--- src/rtl/mem_bus_arbiter.sv ---
// Purpose: shares one variable-latency memory bus between instruction fetch and load/store.
// Latency: grant is combinational in IDLE, mem_req follows a cycle later, response pulses the cycle after mem_ack.
// Backpressure: requests wait for a grant, with no grant while busy; the bus stalls until mem_ack or the watchdog fires.
module mem_bus_arbiter #(
    parameter int ADDR_W       = 32,
    parameter int DATA_W       = 32,
    parameter int STARVE_LIMIT = 4,
    parameter int TIMEOUT      = 255
) (
    input  logic                clk,
    input  logic                reset,
    input  logic                i_req,
    input  logic [ADDR_W-1:0]   i_addr,
    input  logic                i_flush,
    output logic                i_gnt,
    output logic                i_rvalid,
    output logic [DATA_W-1:0]   i_rdata,
    output logic                i_err,
    input  logic                d_req,
    input  logic                d_we,
    input  logic [DATA_W/8-1:0] d_be,
    input  logic [ADDR_W-1:0]   d_addr,
    input  logic [DATA_W-1:0]   d_wdata,
    output logic                d_gnt,
    output logic                d_rvalid,
    output logic [DATA_W-1:0]   d_rdata,
    output logic                d_err,
    output logic                mem_req,
    output logic                mem_we,
    output logic [DATA_W/8-1:0] mem_be,
    output logic [ADDR_W-1:0]   mem_addr,
    output logic [DATA_W-1:0]   mem_wdata,
    input  logic                mem_ack,
    input  logic [DATA_W-1:0]   mem_rdata,
    output logic                busy
);
    localparam int BE_W  = DATA_W / 8;
    localparam int TMO_W = $clog2(TIMEOUT + 1);
    localparam int STV_W = $clog2(STARVE_LIMIT + 1);

    typedef enum logic [1:0] {IDLE, BUSY_I, BUSY_D} state_t;

    state_t              state_q, state_d;
    logic [STV_W-1:0]    starve_q, starve_d;
    logic [TMO_W-1:0]    tmo_q, tmo_d;
    logic                drop_q, drop_d;
    logic                we_q, we_d;
    logic [BE_W-1:0]     be_q, be_d;
    logic [ADDR_W-1:0]   addr_q, addr_d;
    logic [DATA_W-1:0]   wdata_q, wdata_d;
    logic                i_rvalid_q, i_rvalid_d, i_err_q, i_err_d;
    logic [DATA_W-1:0]   i_rdata_q, i_rdata_d;
    logic                d_rvalid_q, d_rvalid_d, d_err_q, d_err_d;
    logic [DATA_W-1:0]   d_rdata_q, d_rdata_d;

    logic idle, starved, tmo_expire, drop_now;

    assign idle       = (state_q == IDLE);
    assign starved    = (starve_q == STV_W'(STARVE_LIMIT));
    // Expiry on the TIMEOUT-th busy cycle, so mem_req is high for exactly TIMEOUT cycles.
    assign tmo_expire = (tmo_q == TMO_W'(TIMEOUT - 1));
    assign drop_now   = drop_q | i_flush;

    // Grants are gated by reset so every output reads 0 while reset is held.
    assign i_gnt = reset & idle & i_req & ~i_flush & (~d_req | starved);
    assign d_gnt = reset & idle & d_req & ~(starved & i_req);

    always_comb begin
        state_d    = state_q;
        starve_d   = starve_q;
        tmo_d      = tmo_q;
        drop_d     = drop_q;
        we_d       = we_q;
        be_d       = be_q;
        addr_d     = addr_q;
        wdata_d    = wdata_q;
        i_rvalid_d = 1'b0;
        i_err_d    = 1'b0;
        i_rdata_d  = '0;
        d_rvalid_d = 1'b0;
        d_err_d    = 1'b0;
        d_rdata_d  = '0;

        if (i_gnt || !i_req) begin
            starve_d = '0;
        end else if (d_gnt && !starved) begin
            starve_d = starve_q + STV_W'(1);
        end

        case (state_q)
            IDLE: begin
                if (i_gnt) begin
                    state_d = BUSY_I;
                    addr_d  = i_addr;
                    we_d    = 1'b0;
                    be_d    = '1;
                    wdata_d = '0;
                    tmo_d   = '0;
                    drop_d  = 1'b0;
                end else if (d_gnt) begin
                    state_d = BUSY_D;
                    addr_d  = d_addr;
                    we_d    = d_we;
                    be_d    = d_be;
                    wdata_d = d_wdata;
                    tmo_d   = '0;
                end
            end
            BUSY_I: begin
                if (mem_ack || tmo_expire) begin
                    state_d    = IDLE;
                    drop_d     = 1'b0;
                    i_rvalid_d = ~drop_now;
                    i_err_d    = ~drop_now & ~mem_ack;
                    i_rdata_d  = (mem_ack && !drop_now) ? mem_rdata : '0;
                end else begin
                    tmo_d  = tmo_q + TMO_W'(1);
                    drop_d = drop_now;
                end
            end
            BUSY_D: begin
                if (mem_ack || tmo_expire) begin
                    state_d    = IDLE;
                    d_rvalid_d = 1'b1;
                    d_err_d    = ~mem_ack;
                    d_rdata_d  = (mem_ack && !we_q) ? mem_rdata : '0;
                end else begin
                    tmo_d = tmo_q + TMO_W'(1);
                end
            end
            default: state_d = IDLE;
        endcase

        // Bus fields read as zero whenever no transaction is on the bus.
        if (state_d == IDLE) begin
            we_d    = 1'b0;
            be_d    = '0;
            addr_d  = '0;
            wdata_d = '0;
        end
    end

    always_ff @(posedge clk or negedge reset) begin
        if (!reset) begin
            state_q    <= IDLE;
            starve_q   <= '0;
            tmo_q      <= '0;
            drop_q     <= 1'b0;
            we_q       <= 1'b0;
            be_q       <= '0;
            addr_q     <= '0;
            wdata_q    <= '0;
            i_rvalid_q <= 1'b0;
            i_err_q    <= 1'b0;
            i_rdata_q  <= '0;
            d_rvalid_q <= 1'b0;
            d_err_q    <= 1'b0;
            d_rdata_q  <= '0;
        end else begin
            state_q    <= state_d;
            starve_q   <= starve_d;
            tmo_q      <= tmo_d;
            drop_q     <= drop_d;
            we_q       <= we_d;
            be_q       <= be_d;
            addr_q     <= addr_d;
            wdata_q    <= wdata_d;
            i_rvalid_q <= i_rvalid_d;
            i_err_q    <= i_err_d;
            i_rdata_q  <= i_rdata_d;
            d_rvalid_q <= d_rvalid_d;
            d_err_q    <= d_err_d;
            d_rdata_q  <= d_rdata_d;
        end
    end

    assign mem_req   = ~idle;
    assign busy      = ~idle;
    assign mem_we    = we_q;
    assign mem_be    = be_q;
    assign mem_addr  = addr_q;
    assign mem_wdata = wdata_q;
    assign i_rvalid  = i_rvalid_q;
    assign i_rdata   = i_rdata_q;
    assign i_err     = i_err_q;
    assign d_rvalid  = d_rvalid_q;
    assign d_rdata   = d_rdata_q;
    assign d_err     = d_err_q;
endmodule

--- config.mk ---
export PLATFORM = sky130hd
export DESIGN_NAME = mem_bus_arbiter
export DESIGN_NICKNAME = d
export VERILOG_FILES = /design/src/rtl/mem_bus_arbiter.sv
export SDC_FILE = /design/constraint.sdc
export NUM_CORES = 1
export LEC_CHECK = 0
export CELL_PAD_IN_SITES_DETAIL_PLACEMENT = 1
export CELL_PAD_IN_SITES_GLOBAL_PLACEMENT = 2
export CORE_UTILIZATION = 28
export DETAILED_ROUTE_END_ITERATION = 6
export MAX_ROUTING_LAYER = met4
export PLACE_DENSITY_LB_ADDON = 0.1
export SETUP_SLACK_MARGIN = 0.05
export SYNTH_ARGS = -nofsm -noshare
export SYNTH_HDL_FRONTEND = slang
export SYNTH_SLANG_ARGS = --single-unit
--- constraint.sdc ---
create_clock -name clk -period 3.1 [get_ports clk]
set_clock_uncertainty 0.05 [all_clocks]
set_input_delay 0.31 -clock clk [delete_from_list [all_inputs] [get_ports clk]]
set_output_delay 0.31 -clock clk [all_outputs]
set_load 0.1 [all_outputs]
### Word level (Yosys, flattened, before mapping)

Cells that the tools add are included.
W data, S select, Z words.

| storage, ports and cells | value |
|---|---|
| word-level logic and storage cells | 102 |
| register bits | 151 |
| output and inout port bits | 141 |

| operators by class | value |
|---|---|
| add/sub/neg operators | 2 |
| bitwise gates (word level) | 16 |
| muxes and demuxes | 43 |
| reductions and logical operators | 20 |
| equality and inequality tests | 7 |

Operator list:

| kind | number |
|---|---|
| $mux W32 | 14 |
| $mux W8 | 3 |
| $mux W4 | 4 |
| $pmux W8 S2 | 1 |
| $mux W1 | 14 |
| $add A8 B1 Y8 const B | 1 |
| $and A1 B1 Y1 | 8 |
| $eq A8 B8 Y1 const B | 1 |
| $reduce_bool A2 Y1 | 4 |
| $mux W2 | 3 |
| $mux W3 | 2 |
| $not A1 Y1 | 6 |
| $logic_not A1 Y1 | 4 |
| $logic_not A2 Y1 | 2 |
| $ne A2 B2 Y1 const B | 2 |
| $pmux W2 S2 | 1 |
| $reduce_and A2 Y1 | 2 |
| $add A3 B1 Y3 const B | 1 |
| $eq A3 B3 Y1 const B | 1 |
| $logic_and A1 B1 Y1 | 3 |
| $ne A3 B3 Y1 const B | 1 |
| $reduce_and A3 Y1 | 1 |
| $reduce_bool A3 Y1 | 1 |
| $eq A2 B1 Y1 const B | 1 |
| 5 further kinds | 7 |

### Logic depth before layout (Yosys ltp)

| depth | value |
|---|---|
| word-level depth | 10 |
| mapped depth | 9 |

### Worst setup path after synthesis

OpenSTA, ideal clock, no wires.

| timing | value |
|---|---|
| path type | register to register |
| from | reg state_q[1] |
| to | reg wdata_q[22], in the netlist mem_wdata[22] |
| period minus slack after synthesis | 2.621 ns |
| stages on the path, launching flop included | 9 |
| arrival | 2.494 ns |
| slack | 0.479 ns |
| path buffers | 2 |
| setup time | 0.077 ns |
| path through | dfrtp_1 > inv_1 > ha_1 > buf_2 > nand3_2 > nor2_2 > clkbuf_1 > a22oi_1 > a21oi_2 |

| on the way | value |
|---|---|
| word-level cells in the longest chain between the ends | 10 |

Ends and longest elaborated chain:

| what | line | source |
|---|---|---|
| start, declared | 43 | `state_t state_q, state_d;` |
| start signal, assigned | 160 | `state_q <= state_d;` |
| $logic_not A2 Y1 (*) | 58 | `assign idle = (state_q == IDLE);` |
| $and A1 B1 Y1 (*) (3 in series) | 66 | `assign d_gnt = reset & idle & d_req & ~(starved & i_req);` |
| named net d_gnt | 24 | `output logic d_gnt,` |
| $mux W2 | 100 | `end else if (d_gnt) begin` |
| $mux W2 | 92 | `if (i_gnt) begin` |
| $pmux W2 S2 | 90 | `case (state_q)` |
| $logic_not A2 Y1 | 135 | `if (state_d == IDLE) begin` |
| $reduce_bool A3 Y1 (no source line) or $reduce_bool A2 Y1 (tied branches) | n/a |  |
| $reduce_and A2 Y1 (no source line) | n/a |  |
| end signal, assigned | 167 | `wdata_q <= wdata_d;` |
| end, declared | 50 | `logic [DATA_W-1:0] wdata_q, wdata_d;` |

The timed path passes the listed nets; every way through them passes the cells marked *. The select of a mux whose other input is x is not followed.
A chain may end at the register's enable or synchronous reset.

### Worst setup path after layout

| timing | value |
|---|---|
| from | reg state_q[0] |
| to | out d_gnt |

| on the way | value |
|---|---|
| word-level cells in the longest chain between the ends | 4 |

Ends and longest elaborated chain:

| what | line |
|---|---|
| $logic_not A2 Y1 | 58 |
| $and A1 B1 Y1 (3 in series) | 66 |
| end, declared | 24 |

No other way between the ends.

==> key figures <==
Final layout
  • Multi-input combinational cell area: 2515 µm²
  • Net count reported at finish: about 1000
  • Footprint of the flip-flops and latches: 3779 µm²
  • Layout Area Growth over Synthesis: 57.12%
  • Fill cells: 2478
  • Share of layout cells above drive strength 1: 0.1725

Global route
  • Pin count of the biggest net entering global routing: 71
  • Wire length of the first global-routing pass: between 30000 and 40000 µm
  • Global router's overall resource usage: 0.1898
  • Initial antenna violation count: 1
  • Residual overflow from global routing: 0
  • Number of global-route vias before repair: 6107

Worst setup path
  • CP Cell Sequence: inv_1, ha_1, nand3_2, nor2_4, buf_12, buf_12, buf_12
  • Register-to-register path setup slack: 0.69 ns
  • Classification of the worst setup path: reg -> out
  • Most repeated library cell on the critical path: buf_12
  • Kind of capture point of the worst setup path: output port
  • Nature of the critical path startpoint: register
  • Worst path max stage delay: 0.43 ns
  • Data required time of the worst path: around 2.7 ns
  • Slowest library cell on the worst path: dfrtp_1
  • Worst-path fanout max: 36
  • Data arrival time of the critical path: 2.32 ns

Timing
  • Setup-failing EPs final: 0
  • Number of failing hold endpoints at the final stage: 0
  • Number of slew-limit violations in the final report: 0
  • Crit share post-route: 0.8644
  • Clock period minus worst slack: 2.680 ns
  • Post-Route Hold Slack: about 0.38 ns
  • Maximum clock frequency: between 300 and 400 MHz
  • Worst Tran Pin Value: 1.030 ns
  • RSZ-0062 raised after global routing: no
  • Worst slew margin: 0.3109
  • Sum of negative setup slack: 0 ns

Clocking
  • CTS Root Cell: clkbuf_16
  • Sink count of the clock tree: 151
  • Cts bufs inserted: 17
  • TritonCTS clock tree: built
  • H-Tree Depth: 4
  • Clock-pin transition on the worst setup and hold timing paths: about 0.070 ns
  • Maximum count of clock buffers along a single path: 2
  • Worst-skew pair later-pin latency: 0.42 ns

Pwr
  • Part of the total power dissipated in sequential elements: 0.275
  • Pleak: 0.004360 µW
  • Cell area power density: 835.5 nW/µm²
  • IR Drop Worst-Case VDD: 0.0003703 V
  • Net Sw Frac: 0.4645
  • Switching power total: around 4000 µW
  • Part of the total power dissipated in the clock network: 0.265
  • Cell-internal power: ~4600 µW
  • Logic gate share of total power: 0.461

Synth
  • Top_reg_cell synth: dfrtp_1
  • Count of mapped cells out of synthesis: 573
  • Yosys Warn Count: 0
  • Register bit count reported by yosys: 151
  • Portion of the post-synthesis area used by sequential elements: 0.5752
  • Avg Synthesized Cell Area: 11.46 µm²
  • Async set-reset flop share out of synthesis: 1.000
  • Cell area after synthesis: 6569 µm²
  • Synth unique cells: 52
  • Cell types with the largest area share after synthesis: dfrtp_1 (58%), a221oi_2 (7.3%), nor2_1 (5.8%), mux2i_1 (5.6%), a22oi_1 (4.2%)
  • Number of synthesized flops with an enable pin: 0
  • Most frequent cell after synthesis: dfrtp_1
  • Largest area contributor in the netlist: dfrtp_1
  • Number of nets produced by synthesis: 720
  • Synth top cells by count: dfrtp_1 (151), nor2_1 (102), nand2_1 (48)
  • Area share of the leading cell type in the synthesized netlist: 0.5752

Drt
  • Routed vias: 5600
  • WL per Instance: 18.53 µm
  • Post-detailed-route via-to-cell ratio: 4.778
  • Number of design rule violations left after detail routing: 0
  • Violation count after the first detailed-routing iteration: 200
  • Length of the first detailed-routing pass in iterations: 4
  • Post-detailed-routing wire length: 21720 µm
  • Number of routed nets with antenna violations: 0

Floorplanning
  • Area of the placeable core: 22850 µm²
  • Width of the die: 155.2 µm
  • Die area: 24080 µm²
  • # IOs: 280
  • Die H: 155.2 µm
  • Number of cell rows: 55
  • Starting Density: 0.2875

Placement
  • IO Port Bufs: 279
  • Half-perimeter wire length of the detailed placement result: 15110 µm
  • GPL Wtd Cong: 0.7558

Status
  • Run status: finished clean

Hold path
  • Class of the worst hold path: in -> reg

Run
  • Reported max-cap violation count: 0
final cells by class:
| cell class | count | area share |
|---|---|---|
| inverter | 14 | 0.005092 |
| clock buffer | 18 | 0.04158 |
| multi-input combinational | 362 | 0.2437 |
| clock inverter | 14 | 0.02037 |
| sequential | 151 | 0.3661 |
| timing repair buffer | 299 | 0.2850 |
| antenna | 1 | 0.0002425 |
| tap | 313 | 0.03794 |
critical path: cells and delay by family (launching register included):
family,cells,cell delay (ns)
simple gates,2,0.37
buf+inv,4,0.71
fa+ha+maj,1,0.38
flops,1,0.43
placed cells by master, fill, tap and decap left out, types with 11 or more instances in the layout:
master,Yosys,final
a22oi_1,37,37
mux2i_1,37,37
nor2_1,102,102
buf_4,1,53
nand2_1,48,47
clkbuf_16,0,17
inv_1,14,14
dfrtp_1,151,151
a21oi_2,11,11
a221oi_2,32,32
clkdlybuf4s50_1,0,236
a21oi_1,31,31
state kept, by name (all words and copies together), names as in the netlist:
signal,cells
d_rdata,32
tmo_q,8
state_q,2
mem_wdata,32
mem_be,4
i_rvalid,1
mem_we,1
starve_q,3
i_rdata,32
drop_q,1
mem_addr,32
d_rvalid,1
d_err,1
i_err,1
layer usage:
| layer | part of all wire | global-route usage | vias to the layer above |
|---|---|---|---|
| met1 | 0.42 | 0.2269 | 2799 |
| met5 | 0 | - | - |
| met3 | 0.086 | 0.06964 | 18 |
| li1 | - | - | 2581 |
| met2 | 0.48 | 0.3014 | 202 |
| met4 | 0.014 | 0.04998 | 0 |
path summary, 6_finish.rpt:
check,from,endpoint,cells after the start
max reg2reg,state_q[0]$_DFF_PN0_,mem_addr[6]$_DFFE_PN0P_,7
max,state_q[0]$_DFF_PN0_,d_gnt,7
max in group asynchronous,reset,mem_wdata[5]$_DFFE_PN0P_,3
min in group asynchronous,reset,state_q[1]$_DFF_PN0_,2
min,mem_rdata[5],i_rdata[5]$_DFF_PN0_,3
min reg2reg,mem_wdata[22]$_DFFE_PN0P_,mem_wdata[22]$_DFFE_PN0P_,2
through the flow:
step | power (µW) | cells | cell area [µm²] | setup WS (ns) | util
4_1_cts | 8712 | 1167 | 10280 | 0.2007 | 0.4498
5_1_grt | 9000 | 1172 | 10320 | 0.2619 | 0.4518
6_report | 8623 | 1172 | 10320 | 0.4203 | 0.4518
3_3_place_gp | 6314 | 1134 | 9627 | 0.7370 | 0.4214
2_1_floorplan | 5289 | 573 | 6569 | 0.4793 | -
3_5_place_dp | 6378 | 1134 | 9627 | 0.6497 | 0.4214
logic make-up after synthesis:
kind of cell,share of synthesized area
XOR/XNOR,0.002667
adder cells (fa/ha/maj),0.01524
AO/OA/AOI/OAI,0.1918
AND/OR/NAND/NOR,0.1139
buffers and inverters,0.04476
flip-flops,0.5752
multiplexers,0.05638
power groups by stage:
| stage | Clock, µW | Sequential, µW | Combinational [µW] |
|---|---|---|---|
| floorplan | 0 | 4070 | 1220 |
| global placement | 0 | 2390 | 3920 |
| detailed placement | 0 | 2400 | 3980 |
| CTS | 2360 | 2370 | 3990 |
| global route | 2440 | 2400 | 4150 |
| finish | 2280 | 2370 | 3970 |
repair_timing:
| action | CTS | global route |
|---|---|---|
| resized for setup | 0 | 0 |
| endpoints found under the setup margin | 0 | 1 |
| buffers inserted | 0 | 4 |
| hold buffers | 1 | 0 |
| hold endpoints to repair | 30 | 0 |
No activity file was read; power rests on OpenSTA's default activity.
